$ cat src/rtl/vga_axil_if.sv
// Single-outstanding command bridge onto an AXI4-Lite master port.
// Optional response timeout enabled by defining VGA_AXIL_TIMEOUT_EN.
module vga_axil_if #(
  parameter int unsigned ADDR_W         = 32,
  parameter int unsigned DATA_W         = 32,
  parameter int unsigned TIMEOUT_CYCLES = 256
) (
  input  logic                clk,
  input  logic                arst_n,
  input  logic                req_valid,
  output logic                req_ready,
  input  logic                req_write,
  input  logic [ADDR_W-1:0]   req_addr,
  input  logic [DATA_W-1:0]   req_wdata,
  output logic                rsp_valid,
  output logic [DATA_W-1:0]   rsp_rdata,
  output logic [1:0]          rsp_resp,
  output logic [ADDR_W-1:0]   awaddr,
  output logic                awvalid,
  input  logic                awready,
  output logic [DATA_W-1:0]   wdata,
  output logic                wvalid,
  output logic [DATA_W/8-1:0] wstrb,
  input  logic                wready,
  input  logic [1:0]          bresp,
  input  logic                bvalid,
  output logic                bready,
  output logic [ADDR_W-1:0]   araddr,
  output logic                arvalid,
  input  logic                arready,
  input  logic [DATA_W-1:0]   rdata,
  input  logic [1:0]          rresp,
  input  logic                rvalid,
  output logic                rready
);

  localparam int unsigned STRB_W = DATA_W / 8;
  localparam logic [1:0]  RESP_SLVERR = 2'd2;

  typedef enum logic [2:0] {IDLE, WR_REQ, WR_RESP, RD_REQ, DONE} state_t;

  state_t              state, state_d;
  logic                req_ready_d, rsp_valid_d;
  logic [DATA_W-1:0]   rsp_rdata_d, wdata_d;
  logic [1:0]          rsp_resp_d;
  logic [ADDR_W-1:0]   awaddr_d, araddr_d;
  logic [STRB_W-1:0]   wstrb_d;
  logic                awvalid_d, wvalid_d, bready_d, arvalid_d, rready_d;
  logic                aw_ok, w_ok, ar_ok;

`ifdef VGA_AXIL_TIMEOUT_EN
  localparam int unsigned CNT_W = $clog2(TIMEOUT_CYCLES + 1);
  logic [CNT_W-1:0] cnt, cnt_d;
`else
  // Parameter is only meaningful with the timeout build; keep it referenced.
  if (TIMEOUT_CYCLES == 0) begin : g_no_timeout
  end
`endif

  // A channel counts as handshaken if it already dropped valid or completes now.
  assign aw_ok = !awvalid || awready;
  assign w_ok  = !wvalid  || wready;
  assign ar_ok = !arvalid || arready;

  // Next-state and next-output logic.
  always_comb begin
    state_d     = state;
    rsp_valid_d = 1'b0;
    rsp_rdata_d = rsp_rdata;
    rsp_resp_d  = rsp_resp;
    awaddr_d    = awaddr;
    awvalid_d   = awvalid;
    wdata_d     = wdata;
    wvalid_d    = wvalid;
    wstrb_d     = wstrb;
    bready_d    = bready;
    araddr_d    = araddr;
    arvalid_d   = arvalid;
    rready_d    = rready;
`ifdef VGA_AXIL_TIMEOUT_EN
    cnt_d       = '0;
`endif
    case (state)
      IDLE: begin
        if (req_valid && req_ready) begin
          if (req_write) begin
            state_d   = WR_REQ;
            awaddr_d  = req_addr;
            wdata_d   = req_wdata;
            wstrb_d   = {STRB_W{1'b1}};
            awvalid_d = 1'b1;
            wvalid_d  = 1'b1;
          end else begin
            state_d   = RD_REQ;
            araddr_d  = req_addr;
            arvalid_d = 1'b1;
            rready_d  = 1'b1;
          end
        end
      end
      WR_REQ: begin
        if (awvalid && awready) awvalid_d = 1'b0;
        if (wvalid && wready)   wvalid_d  = 1'b0;
        if (aw_ok && w_ok) begin
          state_d  = WR_RESP;
          bready_d = 1'b1;
        end
      end
      WR_RESP: begin
        if (bvalid) begin
          state_d     = DONE;
          bready_d    = 1'b0;
          rsp_valid_d = 1'b1;
          rsp_resp_d  = bresp;
          rsp_rdata_d = '0;
        end
      end
      RD_REQ: begin
        if (arvalid && arready) arvalid_d = 1'b0;
        if (rvalid && ar_ok) begin
          state_d     = DONE;
          arvalid_d   = 1'b0;
          rready_d    = 1'b0;
          rsp_valid_d = 1'b1;
          rsp_resp_d  = rresp;
          rsp_rdata_d = rdata;
        end
      end
      DONE: begin
        state_d = IDLE;
      end
      default: begin
        state_d = IDLE;
      end
    endcase
`ifdef VGA_AXIL_TIMEOUT_EN
    // Abandon the transaction if no response arrives within the wait window.
    if (state == WR_REQ || state == WR_RESP || state == RD_REQ) begin
      cnt_d = cnt + CNT_W'(1);
      if (state_d != DONE && cnt == CNT_W'(TIMEOUT_CYCLES - 1)) begin
        state_d     = DONE;
        awvalid_d   = 1'b0;
        wvalid_d    = 1'b0;
        bready_d    = 1'b0;
        arvalid_d   = 1'b0;
        rready_d    = 1'b0;
        rsp_valid_d = 1'b1;
        rsp_resp_d  = RESP_SLVERR;
        rsp_rdata_d = '0;
      end
    end
`endif
    req_ready_d = (state_d == IDLE);
  end

  // State and output registers.
  always_ff @(posedge clk or negedge arst_n) begin
    if (!arst_n) begin
      state     <= IDLE;
      req_ready <= 1'b0;
      rsp_valid <= 1'b0;
      rsp_rdata <= '0;
      rsp_resp  <= '0;
      awaddr    <= '0;
      awvalid   <= 1'b0;
      wdata     <= '0;
      wvalid    <= 1'b0;
      wstrb     <= '0;
      bready    <= 1'b0;
      araddr    <= '0;
      arvalid   <= 1'b0;
      rready    <= 1'b0;
`ifdef VGA_AXIL_TIMEOUT_EN
      cnt       <= '0;
`endif
    end else begin
      state     <= state_d;
      req_ready <= req_ready_d;
      rsp_valid <= rsp_valid_d;
      rsp_rdata <= rsp_rdata_d;
      rsp_resp  <= rsp_resp_d;
      awaddr    <= awaddr_d;
      awvalid   <= awvalid_d;
      wdata     <= wdata_d;
      wvalid    <= wvalid_d;
      wstrb     <= wstrb_d;
      bready    <= bready_d;
      araddr    <= araddr_d;
      arvalid   <= arvalid_d;
      rready    <= rready_d;
`ifdef VGA_AXIL_TIMEOUT_EN
      cnt       <= cnt_d;
`endif
    end
  end

endmodule

$ cat config.mk
export PLATFORM = sky130hd
export DESIGN_NAME = vga_axil_if
export DESIGN_NICKNAME = d
export VERILOG_FILES = /design/src/rtl/vga_axil_if.sv
export SDC_FILE = /design/constraint.sdc
export NUM_CORES = 1
export LEC_CHECK = 0
export CAP_MARGIN = 20
export CORE_UTILIZATION = 40
export CTS_CLUSTER_SIZE = 12
export DETAILED_ROUTE_END_ITERATION = 16
export GPL_ROUTABILITY_DRIVEN = 1
export PLACE_DENSITY_LB_ADDON = 0.25
export SLEW_MARGIN = 10
export SYNTH_ARGS = -nofsm -noshare
export SYNTH_HDL_FRONTEND = slang
export SYNTH_SLANG_ARGS = --single-unit
$ cat constraint.sdc
create_clock -name clk -period 2.4 [get_ports clk]
set_input_delay 0.36 -clock clk [delete_from_list [all_inputs] [get_ports clk]]
set_output_delay 0.36 -clock clk [all_outputs]
set_load 0.05 [all_outputs]
== Yosys cells after proc, flatten, opt, wreduce, memory -nomap -nowiden ==
Cells that the tools add are included.
Storage, ports and cells
  bits in registers: 141
  output and inout port bits: 141
  word-level logic and storage cells: 84
Operators by class
  equal/unequal tests: 12
  muxes and demuxes: 31
  bitwise operators: 1
  reduce and logical (&&, ||, !) cells: 26
Operator list (count)
  $mux W32: 2
  $pmux W32 S2: 1
  $ne A2 B2 Y1 const B: 8
  $reduce_and A4 Y1: 4
  $mux W1: 13
  $mux W3: 4
  $pmux W1 S2: 6
  $pmux W3 S4: 1
  $reduce_and A3 Y1: 4
  $reduce_bool A2 Y1: 4
  $eq A3 B2 Y1 const B: 2
  $logic_and A1 B1 Y1: 6
  $logic_not A3 Y1: 2
  $mux W2: 3
  $pmux W2 S2: 1
  $eq A3 B1 Y1 const B: 1
  $logic_not A1 Y1: 3
  $logic_or A1 B1 Y1: 3
  $ne A3 B3 Y1 const B: 1
  $not A1 Y1: 1

== Longest topological paths before layout ==
Gate-level depths: netlist (run 1).
  word-level depth: 6
  depth in mapped cells: 7
  depth with buffers taken out: 4

== Least setup slack after synthesis (run 1) ==
No wires, ideal clock.
  path type: register -> register
  start point: register req_ready
  end point: register araddr[10]
  library setup time: 0.125 ns
  arrival time: 1.849 ns
  data required time: 2.275 ns
  path slack: 0.426 ns
  cell stages (with the launch flop): 6
  buffers on the path: 2
  period minus slack after synthesis: 1.974 ns
  cells stage by stage: dfrtp_1 nand2_1 or4b_1 buf_4 buf_6 mux2_4
Between the ends
  word-level cells in the longest chain between the ends: 2
Ends and longest elaborated chain
  start: declaration: RTL line 11  | output logic req_ready,
  start signal: assignment: RTL line 178  | req_ready <= req_ready_d;
  $logic_and A1 B1 Y1: RTL line 85  | if (req_valid && req_ready) begin
  $reduce_and A3 Y1 (no line)
  end signal: assignment: RTL line 188  | araddr <= araddr_d;
  end: declaration: RTL line 28  | output logic [ADDR_W-1:0] araddr,
Every way passes these cells.
A chain may end at the register's enable or synchronous reset.

== Final worst setup path (run 1) ==
  start point: register wstrb[0]
  end point: output wstrb[0]
RTL lines
  start: declaration: RTL line 23  | output logic [DATA_W/8-1:0] wstrb,
  start signal: assignment: RTL line 186  | wstrb <= wstrb_d;
No word-level cell between the ends.

==> results of run 1 <==
==> registers in the layout, summed over array words and instances, names as in the netlist <==
signal     count
araddr        32
arvalid        1
awaddr        32
awvalid        1
bready         1
req_ready      1
rready         1
rsp_rdata     32
rsp_resp       2
rsp_valid      1
state          3
wdata         32
wstrb          1
wvalid         1
==> metal layers <==
metal,vias up,GRT usage
met5,-,0
met4,0,0.0903
met3,20,0.0681
met2,169,0.320
met1,2023,0.245
li1,1849,-
==> power groups by stage <==
| stage | clock [mW] | combinational, mW | sequential [mW] |
|---|---|---|---|
| global route | 2.97 | 8.14 | 4.17 |
| floorplan | 0 | 1.57 | 7.57 |
| detailed placement | 0 | 7.88 | 4.07 |
| global placement | 0 | 7.77 | 4.00 |
| finish | 2.79 | 7.84 | 4.03 |
| CTS | 2.85 | 7.90 | 4.04 |
==> per-stage QoR <==
stage	hold WS, ns	worst slack (ns)
finish	0.466	0.383
global route	0.490	0.316
CTS	0.471	0.348
detailed placement	0.349	0.0849
global placement	0.342	0.101
floorplan	0.0644	0.426
==> synth_stat cells (2+ instances only) <==
master      n  share of area
dfrtp_1   141           0.62
nand2_1    42          0.028
mux2_2     41          0.081
inv_1      38          0.025
mux2_1     32          0.063
mux2i_1    32          0.056
mux2_4     27          0.071
buf_4      11          0.014
o21ai_0     6         0.0053
buf_2       5         0.0044
clkbuf_1    4         0.0026
buf_6       3         0.0059
nand2b_1    3         0.0033
a31oi_1     2         0.0022
nand3b_1    2         0.0026
nand4_1     2         0.0022
==> worst max-delay path by stage <==
stage / endpoint / slack [ns] / depth (start not counted)
global route: wstrb[0] / 0.32 / 1
finish: wstrb[0] / 0.38 / 1
detailed placement: araddr[24] / 0.08 / 5
CTS: wstrb[0] / 0.35 / 1
global placement: araddr[24] / 0.10 / 5
floorplan: araddr[10] / 0.43 / 5
==> timing repair <==
item                                   in CTS  in global routing
endpoints found under the hold margin      50                  0
hold buffers                                1                  0
resized for setup                           0                  0
==> cells by family after synthesis <==
family                 Yosys count  share of synthesized area
buffers and inverters           61                     0.0524
muxes                          132                      0.271
AOI/OAI and AO/OA               13                     0.0147
DFF                            141                      0.618
and+or+nand+nor                 55                     0.0436
==> placed cells by master, fill, tap and decap left out, types with 2 or more instances in the layout <==
master / netlist / final
inv_1: 38 / 38
buf_4: 11 / 6
clkdlybuf4s50_1: 0 / 248
clkbuf_1: 4 / 2
o21ai_0: 6 / 5
mux2_2: 41 / 41
nand3b_1: 2 / 2
a31oi_1: 2 / 2
clkbuf_16: 0 / 17
nand4_1: 2 / 2
buf_12: 0 / 5
nand2_1: 42 / 41
mux2_1: 32 / 32
bufinv_16: 0 / 5
mux2i_1: 32 / 32
clkinv_2: 0 / 6
nand2b_1: 3 / 3
dfrtp_1: 141 / 141
mux2_4: 27 / 27
==> layout make-up <==
class / instances / area, µm² / area share
Multi-Input combinational cell: 200 / 1890 / 0.209
Sequential cell: 141 / 3530 / 0.389
Clock buffer: 19 / 433 / 0.0477
Clock inverter: 13 / 196 / 0.0217
Timing Repair Buffer: 261 / 2650 / 0.292
Inverter: 38 / 143 / 0.0157
Tap cell: 180 / 225 / 0.0248
==> impl_metrics.ini, run 1 <==
[worst_setup_path]
slowest_stage = clkdlybuf4s50_1
rr_worst_depth = 4
worstReg2RegEnd = araddr[24]
crit_path_end_kind = output port
slowest_delay_ns = 0.84
cp-start-kind = flip-flop
cp.arrival_ns = 1.66
cp_num_buf_inv = 1
path_cells = clkdlybuf4s50_1
rrSetupSlack_ns = 0.39
crit_required_ns = 2.04
timing.rr.start = state[1]
critical_path.top_delay_family = buffers and inverters
crit_type = reg -> out
crit_start = wstrb[0]
crit_fanout = 5

[finish]
fin_nets = 768
instances_no_fill = 852
drive_gt1_frac = 0.170
final_area_um2 = 9070
diodes = 0
fillerInstances = 1042
areaGrowthSynthToFinish_pct = 58.9
final_core_util = 0.653

[power_and_ir_drop]
power_frac_seq = 0.275
power_mw = 14.7
power-per-cell-area_nw_per_um2 = 1620
internal_power_mw = 8.16
clock_power_share = 0.190
leakagePower_nw = 3.92
worst_ir_drop_vdd_mv = 0.732
p_sw_mw = 6.50
comb_power_share = 0.535
switching_share = 0.443

[detailed_routing]
drtIter0Drc = 182
drt_wl_total_um = 14000
drtPass1Iterations = 4
top_layer = met4
routed-via-count = 4061
wl_met2_um = 6920
dr_wl_met3_um = 1020
drc_errors = 0
drt-wirelength-per-cell_um = 16.4
routed_via_density = 4.77
wl_met1_um = 5810
postRouteAntennaNets = 0

[logic_synthesis]
yosys_most_used_dff = dfrtp_1
synthCells = 402
syn_area_per_cell_um2 = 14.2
yosysWarningCount = 0
postSynthNetCount = 511
synth.ff_latch_count = 141
synthArstFlopShare = 1.00
syn_area_um2 = 5710
synth_edf_count = 0
ys_seq_area_frac = 0.618
yosysUniqueCellTypes = 27

[place]
gp_congestion = 0.768
dpl_cell_area_um2 = 8430
placed_cells = 819
dpl.hpwl_um = 10200
io_buffers = 249

[global_routing]
grt_remaining_overflow = 0
grt_pass1_wl_um = 22200
grt_usage = 0.201
grt_max_degree = 55
antenna_found_initial = 0
grt_pass1_vias = 4254

[sta]
clock_skew_ns = 0.00780
fmax_mhz = 496
setup_violations = 0
fin_crit_sh = 0.840
fin_crit_ns = 2.02
report.final.slew_viol_count = 0
worst_pin_slew_ns = 0.557
fin_tns_setup_ns = 0
maxSlewHeadroom = 0.627
hold_viol_final = 0
rsz0062_at_grt = no

[cts]
htreeDepth = 4
post_cts_buffers = 0
clock_path_buffers = 2
cts_tree = built
clkLatencyLatePin_ns = 0.42
cts_made_buffers = 17
cts.sinks = 141
clkTransAtPathRegs_ns = 0.06
cts-root-buf = clkbuf_16

[flow_run]
maxCapViolCount = 0

[floorplanning]
num_io_pins = 250
rows = 43
start_util = 0.411
dieArea_um2 = 14800
die_h_um = 121
die_w_um = 121
core_area_um2 = 13900

[hold_path]
hold_path_class = in -> async

[status]
status = completed
Power figures use the tool's default switching activity.
==> run 2: changes to the inputs <==
==> constraint.sdc (replaced) <==
create_clock -name clk -period 2.1 [get_ports clk]
set_input_delay 0.315 -clock clk [delete_from_list [all_inputs] [get_ports clk]]
set_output_delay 0.315 -clock clk [all_outputs]
set_load 0.05 [all_outputs]
==> impl_metrics.ini, run 2 (synthesized netlist as in run 1, its figures left out) <==
[finish]
fin_nets = 770
multi_input_area_um2 = 1890
final_common_cell = clkdlybuf4s50_1
final_cell_mix = clkdlybuf4s50_1, dfrtp_1, nand2_1, mux2_2, inv_1
final-seq-area_um2 = 3530
areaGrowthSynthToFinish_pct = 58.3
fillerInstances = 1063
final_core_util = 0.651
diodes = 0
drive_gt1_frac = 0.169

[detailed_routing]
drt-wirelength-per-cell_um = 16.4
drc_errors = 0
postRouteAntennaNets = 0
routed-via-count = 4017
drt_wl_total_um = 14000
drtPass1Iterations = 4
drtIter0Drc = 172
routed_via_density = 4.70

[sta]
report.final.slew_viol_count = 0
maxSlewHeadroom = 0.623
worst_pin_slew_ns = 0.564
setup_slack_ns = 0.124
fin_crit_sh = 0.941
fin_crit_ns = 1.98
rsz0062_at_grt = no
fmax_mhz = 506
clock_skew_ns = 0.00818
setup_violations = 0
hold_viol_final = 0

[worst_setup_path]
worstReg2RegEnd = araddr[20]
crit_required_ns = 2.39
timing.rr.start = state[2]
cp-start-kind = flip-flop
crit_path_end_kind = flip-flop
rr_worst_depth = 4
rrSetupSlack_ns = 0.12
cp.arrival_ns = 2.27
crit_type = reg -> reg
crit_fanout = 13

[cts]
clkLatencyLatePin_ns = 0.41
htreeDepth = 4
clock_path_buffers = 2
clkTransAtPathRegs_ns = 0.06
cts-root-buf = clkbuf_16
cts.sinks = 141
cts_made_buffers = 17
cts_resized = 0
cts_tree = built

[global_routing]
grt_remaining_overflow = 0
grt_pass1_wl_um = 22000
grt_pass1_vias = 4293
grt_usage = 0.198
grt_max_degree = 54
antenna_found_initial = 0

[floorplanning]
num_io_pins = 250
dieArea_um2 = 14800
die_h_um = 121
core_area_um2 = 13900
die_w_um = 121
rows = 43
start_util = 0.411

[hold_path]
hold_path_class = in -> async

[power_and_ir_drop]
power_frac_seq = 0.278
leakagePower_nw = 3.91
p_sw_mw = 7.40
switching_share = 0.448
comb_power_share = 0.545
worst_ir_drop_vdd_mv = 0.658
clock_power_share = 0.178
internal_power_mw = 9.11
power-per-cell-area_nw_per_um2 = 1830

[flow_run]
maxCapViolCount = 0

[status]
status = completed

[place]
gp_congestion = 0.759
io_buffers = 249
dp_slack_ns = -0.164
dpl.hpwl_um = 10300
[run 2: cell types whose count changed in the layout (fill, tap and decap cells not counted), sizes merged]
cell and change:
clkinvlp -1, clkinv -2, buf +2, clkbuf +6, bufinv -3
[run 2: timing repair]
item | 4_1_cts | 5_1_grt
hold buffers | 1 | 0
hold endpoints to repair | 38 | 0
buffers inserted | 0 | 0
[run 2: how the worst max path moves through the flow]
stage / from / to / slack, ns / cells past startpoint
after global routing: wstrb[0] / wstrb[3] / 0.06 / 1
after floorplan: req_ready / araddr[10] / 0.13 / 5
after CTS: wstrb[0] / wstrb[3] / 0.09 / 1
final: state[2] / araddr[20] / 0.12 / 4
after global placement: req_valid / araddr[21] / -0.15 / 5
after detailed placement: req_valid / araddr[20] / -0.16 / 5
[run 2: worst max-delay path: stages (launching register included)]
cell	delay [ns]
dfrtp_1	0.46
nor2_4	0.16
or4b_2	0.66
buf_4	0.25
mux2_4	0.32
[run 2: power by group through the flow]
stage               Clock (mW)  Sequential (mW)  Combinational, mW
floorplan                    0             8.66               1.79
global placement             0             4.57               8.90
detailed placement           0             4.63               9.03
CTS                       2.99             4.60               9.07
global route              3.14             4.73               9.32
finish                    2.93             4.59               8.99
[run 2: stage by stage]
| stage | cell area [µm²] | std cells | setup TNS [ns] | total power [mW] | hold WS [ns] |
|---|---|---|---|---|---|
| after CTS | 9030 | 854 | 0 | 16.7 | 0.388 |
| after detailed placement | 8440 | 821 | -4.04 | 13.7 | 0.263 |
| final | 9030 | 854 | 0 | 16.5 | 0.390 |
| after global placement | 8440 | 821 | -3.91 | 13.5 | 0.258 |
| after global routing | 9030 | 854 | 0 | 17.2 | 0.405 |
| after floorplan | 5710 | 402 | 0 | 10.4 | 0.0194 |
[run 2: routing by layer]
layer / global-route usage / up-vias / wire, µm
li1: - / 1859 / -
met1: 0.227 / 1976 / 5460
met2: 0.324 / 163 / 7090
met3: 0.0771 / 19 / 1200
met4: 0.0895 / 0 / 259
met5: 0 / - / 0
[run 2: final cells by class]
class / count / share of cell area
clock buffers: 25 / 0.0548
clock inverters: 7 / 0.00942
inverters: 38 / 0.0158
multi-input cells: 200 / 0.210
flip-flops and latches: 141 / 0.391
well taps: 180 / 0.0249
repair buffers: 263 / 0.295
